File: src/rtl/dpram_port_arbiter.sv
// ============================================================================
// Module   : dpram_port_arbiter
// Purpose  : Round-robin, burst-limited arbiter sharing one dpram port
//            between two single-word read/write requesters.
// Revision : 1.0 - initial release
// ============================================================================
`timescale 1ns/1ps
`default_nettype none

module dpram_port_arbiter #(
    parameter int AWIDTH    = 10,
    parameter int DWIDTH    = 32,
    parameter int BURST_MAX = 4
) (
    input  logic              clk,
    input  logic              resetn,

    input  logic              req0,
    input  logic              we0,
    input  logic [AWIDTH-1:0] addr0,
    input  logic [DWIDTH-1:0] wdata0,
    output logic              gnt0,
    output logic              rvalid0,
    output logic [DWIDTH-1:0] rdata0,

    input  logic              req1,
    input  logic              we1,
    input  logic [AWIDTH-1:0] addr1,
    input  logic [DWIDTH-1:0] wdata1,
    output logic              gnt1,
    output logic              rvalid1,
    output logic [DWIDTH-1:0] rdata1,

    output logic [AWIDTH-1:0] mem_addr,
    output logic              mem_wren,
    output logic [DWIDTH-1:0] mem_wdata,
    input  logic [DWIDTH-1:0] mem_q
);

    localparam int              CW          = $clog2(BURST_MAX + 1);
    localparam logic [CW-1:0]   c_BURST_MAX = CW'(BURST_MAX);
    localparam logic [CW-1:0]   c_CNT_ONE   = CW'(1);

    typedef enum logic {
        ID_R0 = 1'b0,
        ID_R1 = 1'b1
    } req_id_t;

    // Arbitration state
    req_id_t           last_q, last_d;
    logic [CW-1:0]     cnt_q,  cnt_d;

    // Command register driving the RAM port
    logic [AWIDTH-1:0] mem_addr_q,  mem_addr_d;
    logic [DWIDTH-1:0] mem_wdata_q, mem_wdata_d;
    logic              mem_wren_q,  mem_wren_d;

    // Read response pipeline
    logic              s1_valid_q, s1_valid_d;
    req_id_t           s1_id_q,    s1_id_d;
    logic              s2_valid_q;
    req_id_t           s2_id_q;

    // Grant decision
    logic              w_gnt_valid;
    req_id_t           w_gnt_id;
    logic              w_sel_we;
    logic [AWIDTH-1:0] w_sel_addr;
    logic [DWIDTH-1:0] w_sel_wdata;
    logic              w_in_burst;

    // Keep granting `last` only while a burst is running and not yet exhausted.
    assign w_in_burst = (cnt_q != '0) && (cnt_q < c_BURST_MAX);

    always_comb begin
        w_gnt_valid = 1'b0;
        w_gnt_id    = ID_R0;
        if (resetn) begin
            case ({req1, req0})
                2'b01: begin
                    w_gnt_valid = 1'b1;
                    w_gnt_id    = ID_R0;
                end
                2'b10: begin
                    w_gnt_valid = 1'b1;
                    w_gnt_id    = ID_R1;
                end
                2'b11: begin
                    w_gnt_valid = 1'b1;
                    if (w_in_burst) begin
                        w_gnt_id = last_q;
                    end else begin
                        w_gnt_id = (last_q == ID_R0) ? ID_R1 : ID_R0;
                    end
                end
                default: begin
                    w_gnt_valid = 1'b0;
                end
            endcase
        end
    end

    assign gnt0 = w_gnt_valid && (w_gnt_id == ID_R0);
    assign gnt1 = w_gnt_valid && (w_gnt_id == ID_R1);

    assign w_sel_we    = (w_gnt_id == ID_R1) ? we1    : we0;
    assign w_sel_addr  = (w_gnt_id == ID_R1) ? addr1  : addr0;
    assign w_sel_wdata = (w_gnt_id == ID_R1) ? wdata1 : wdata0;

    always_comb begin
        last_d = last_q;
        cnt_d  = cnt_q;
        if (!w_gnt_valid) begin
            cnt_d = '0;
        end else if ((w_gnt_id == last_q) && (cnt_q != '0)) begin
            if (cnt_q < c_BURST_MAX) begin
                cnt_d = cnt_q + c_CNT_ONE;
            end
        end else begin
            cnt_d  = c_CNT_ONE;
            last_d = w_gnt_id;
        end
    end

    always_comb begin
        mem_addr_d  = mem_addr_q;
        mem_wdata_d = mem_wdata_q;
        mem_wren_d  = 1'b0;
        s1_valid_d  = 1'b0;
        s1_id_d     = w_gnt_id;
        if (w_gnt_valid) begin
            mem_addr_d  = w_sel_addr;
            mem_wdata_d = w_sel_wdata;
            mem_wren_d  = w_sel_we;
            s1_valid_d  = !w_sel_we;
        end
    end

    always_ff @(posedge clk) begin
        if (!resetn) begin
            last_q      <= ID_R1;
            cnt_q       <= '0;
            mem_addr_q  <= '0;
            mem_wdata_q <= '0;
            mem_wren_q  <= 1'b0;
            s1_valid_q  <= 1'b0;
            s1_id_q     <= ID_R0;
            s2_valid_q  <= 1'b0;
            s2_id_q     <= ID_R0;
        end else begin
            last_q      <= last_d;
            cnt_q       <= cnt_d;
            mem_addr_q  <= mem_addr_d;
            mem_wdata_q <= mem_wdata_d;
            mem_wren_q  <= mem_wren_d;
            s1_valid_q  <= s1_valid_d;
            s1_id_q     <= s1_id_d;
            s2_valid_q  <= s1_valid_q;
            s2_id_q     <= s1_id_q;
        end
    end

    assign mem_addr  = mem_addr_q;
    assign mem_wdata = mem_wdata_q;
    assign mem_wren  = mem_wren_q;

    // Gated by resetn so a read granted before reset can never surface.
    assign rvalid0 = resetn && s2_valid_q && (s2_id_q == ID_R0);
    assign rvalid1 = resetn && s2_valid_q && (s2_id_q == ID_R1);
    assign rdata0  = mem_q;
    assign rdata1  = mem_q;

endmodule

`default_nettype wire

File: config.mk
export PLATFORM = sky130hd
export DESIGN_NAME = dpram_port_arbiter
export DESIGN_NICKNAME = d
export VERILOG_FILES = /design/src/rtl/dpram_port_arbiter.sv
export SDC_FILE = /design/constraint.sdc
export NUM_CORES = 1
export LEC_CHECK = 0
export ABC_AREA = 1
export CAP_MARGIN = 20
export CORE_ASPECT_RATIO = 1.75
export CORE_MARGIN = 2
export CORE_UTILIZATION = 33
export DETAILED_ROUTE_END_ITERATION = 7
export GPL_TIMING_DRIVEN = 1
export PLACE_DENSITY = 0.88
export SETUP_SLACK_MARGIN = 0.5
export SLEW_MARGIN = 20
export SYNTH_ARGS = -nofsm -noshare
export SYNTH_HDL_FRONTEND = slang
export SYNTH_SLANG_ARGS = --single-unit
File: constraint.sdc
create_clock -name clk -period 2.2 [get_ports clk]
set_clock_uncertainty 0.05 [all_clocks]
set_input_delay 0.66 -clock clk [delete_from_list [all_inputs] [get_ports clk]]
set_output_delay 0.66 -clock clk [all_outputs]
set_load 0.05 [all_outputs]
==> qor.yml <==
status:
  status: "complete, no violations"
floorplanning:
  core_um2: 8258
  fp.dieH_um: 125.8
  dieArea_um2: 9255
  dieWidth_um: 73.59
  rows: 44
  initial_utilization: 0.3386
  ioPinCount: 233
place:
  pre_cts_slack_ns: -0.2883
  dp_hpwl_um: 7698
  io_buffers: 136
  dpl_cell_area_um2: 3852
  place_inst: 554
  gp_congestion: 0.7702
detailed_routing:
  ant_nets: 0
  via_per_inst: 4.920
  wl_per_cell_um: 18.00
  drcViolationCount: 0
  drt-total-wl_um: 10300
  vias: 2814
  drt_first_pass_iters: 4
  first_iter_violations: 101
clock_network:
  htreeDepth: 2
  cts_sinks: 51
  clk_latency_ns: 0.29
  root_buffer: "clkbuf_16"
  cts_tree: "done"
  numCtsBuffers: 5
  clockBufferDepth: 2
  path_clk_slew_ns: 0.06
  ctsHoldBuffers: 0
setup_path:
  cpPeakStageDelay_ns: 0.34
  cp-end-kind: "output port"
  worstPathArrival_ns: 1.48
  critPathRequiredTime_ns: 1.49
  path_max_fanout: 3
  timing.critical_path.buf_inv: 4
  crit_slowest_cell: "dfxtp_2"
  path_cells: "inv_2 -> ha_4 -> inv_2 -> nand2_2 -> nand2_2 -> nand3_4 -> nand2_8 -> inv_6 -> nor2_4 -> buf_12"
  crit_type: "register to output port"
  critPathLaunchType: "register"
  critPathTopFamily: "simple AND/OR/NAND/NOR gates"
final_layout:
  n_fill_cell: 753
  utilization: 0.5198
  final_common_cell: "clkdlybuf4s50_1"
  drive_above_1_share: 0.2833
  finalInstanceArea_um2: 4293
  fin_nets: 603
  area_growth_pct: 53.51
  antennaDiodeCount: 0
  stdcell_count: 572
  layout_common_cells: "clkdlybuf4s50_1 (86), nand2_1 (78), dfxtp_1 (49), inv_1 (45), buf_4 (30)"
global_route:
  grt_pass1_vias: 2683
  grt_pass1_wl_um: 14660
  grt_start_max_net_pins: 38
  grt_overflow: 0
  antenna_found_initial: 1
  gr-usage-all-layers: 0.2125
synth:
  synth_nets: 517
  yosysWarnings: 0
  syn_inst: 393
  ys_ff_latch: 51
  ys_types: 25
  yosysSeqAreaShare: 0.3651
  syn_area_um2: 2796
  avgSynthCellArea_um2: 7.116
sta:
  final.min_clock_period_ns: 2.193
  fin_setup_tns_ns: 0
  setup_violations: 0
  worstMarginPinSlew_ns: 0.3063
  rsz0062_at_grt: "true"
  hold_viol_final: 0
  finalCritPeriodShare: 0.9970
  worst_slew_margin_rel: 0.7958
  slew_violations: 0
  final.setup.worst_slack_ns: 0.006548
  fmax_mhz: 455.9
flow_run:
  drv_cap: 0
pwr:
  ir_worst_vdd_uv: 518.9
  leakage_nw: 2.029
  p_per_area_nw_per_um2: 647.8
min_path:
  hold_path.class: "register to register"
[stage by stage]
stage / power [mW] / hold WS (ns)
global route: 2.893 / 0.4114
global placement: 1.820 / 0.3534
CTS: 2.761 / 0.3806
detailed placement: 1.837 / 0.3738
floorplan: 1.790 / 0.3400
finish: 2.781 / 0.3823
[report_power, final]
part | switching (mW) | internal (mW) | total (mW)
Combinational | 0.494 | 0.358 | 0.852
Sequential | 0.0404 | 0.995 | 1.04
Clock | 0.327 | 0.565 | 0.893
[timing repair]
item                       CTS  global route
gates cloned                 3             1
setup endpoints to repair   78            51
pin swaps                    8             1
buffers inserted             6             0
resized for setup          162            32
[layer usage]
metal  up-vias  track usage  wire length (um)
met4         0       0.1636               857
met5         -            0                 0
met3        68       0.1112              1363
met2       136       0.3414              5029
li1       1324            -                 -
met1      1286       0.1940              3047
[worst min-delay path, delay by kind of cell (launching register included)]
kind	cells	cell delay, ns
flops	1	0.30
simple gates	1	0.05
buf+inv	1	0.03
[state kept, by name, summed over array words and instances (netlist names)]
name	count
cnt_q	3
last_q	1
mem_addr	10
mem_wdata	32
mem_wren	1
s1_id_q	1
s1_valid_q	1
s2_id_q	1
s2_valid_q	1
[final cells by class]
type,instances,area (um2),area share
Multi-Input combinational cell,208,1201,0.2798
Sequential cell,51,1023,0.2384
Clock inverter,2,35.03,0.008161
Timing Repair Buffer,159,1569,0.3655
Inverter,54,210.2,0.04897
Clock buffer,6,138.9,0.03235
Tap cell,92,115.1,0.02681
[cell usage after synthesis]
master	n	area, um2
a21oi_1	32	160.2
and2_1	1	6.260
buf_2	3	15.01
buf_4	64	480.5
buf_6	6	67.56
clkbuf_1	6	22.52
clkbuf_2	1	5.000
dfxtp_1	51	1021
ha_1	2	25.02
inv_1	49	183.9
inv_2	5	18.77
mux2i_1	1	10.01
nand2_1	82	307.8
nand2_2	3	18.77
nand2_8	1	20.02
nand3_1	12	60.06
nand3_4	1	17.52
nand4_1	2	12.51
nor2_1	19	71.32
nor2_2	2	12.51
o211ai_1	1	7.510
o21ai_0	9	45.04
o21ai_1	38	190.2
o21ai_2	1	8.760
xor2_1	1	8.760
[worst paths after layout]
kind                               from                       end  slack (ns)  cells past startpoint
setup / recovery  cnt_q[1]$_SDFFE_PN0N_                      gnt0       0.007                     10
hold / removal    s1_valid_q$_SDFF_PN0_     s2_valid_q$_SDFF_PN0_        0.38                      2
setup reg to reg  cnt_q[1]$_SDFFE_PN0N_  mem_addr[9]$_SDFFE_PN0P_        0.36                     11
hold reg to reg   s1_valid_q$_SDFF_PN0_     s2_valid_q$_SDFF_PN0_        0.38                      2
[cells by family (layout without fill, tap and decap cells)]
| group | Yosys count | count (layout) | share of synthesized area |
|---|---|---|---|
| xor+xnor | 1 | 1 | 0.003133 |
| fa+ha+maj | 2 | 2 | 0.008947 |
| flops | 51 | 51 | 0.3651 |
| simple gates | 123 | 123 | 0.1884 |
| buf+inv | 134 | 221 | 0.2837 |
| compound gates | 81 | 81 | 0.1472 |
| mux | 1 | 1 | 0.003580 |
No activity file was read; power rests on OpenSTA's default activity.
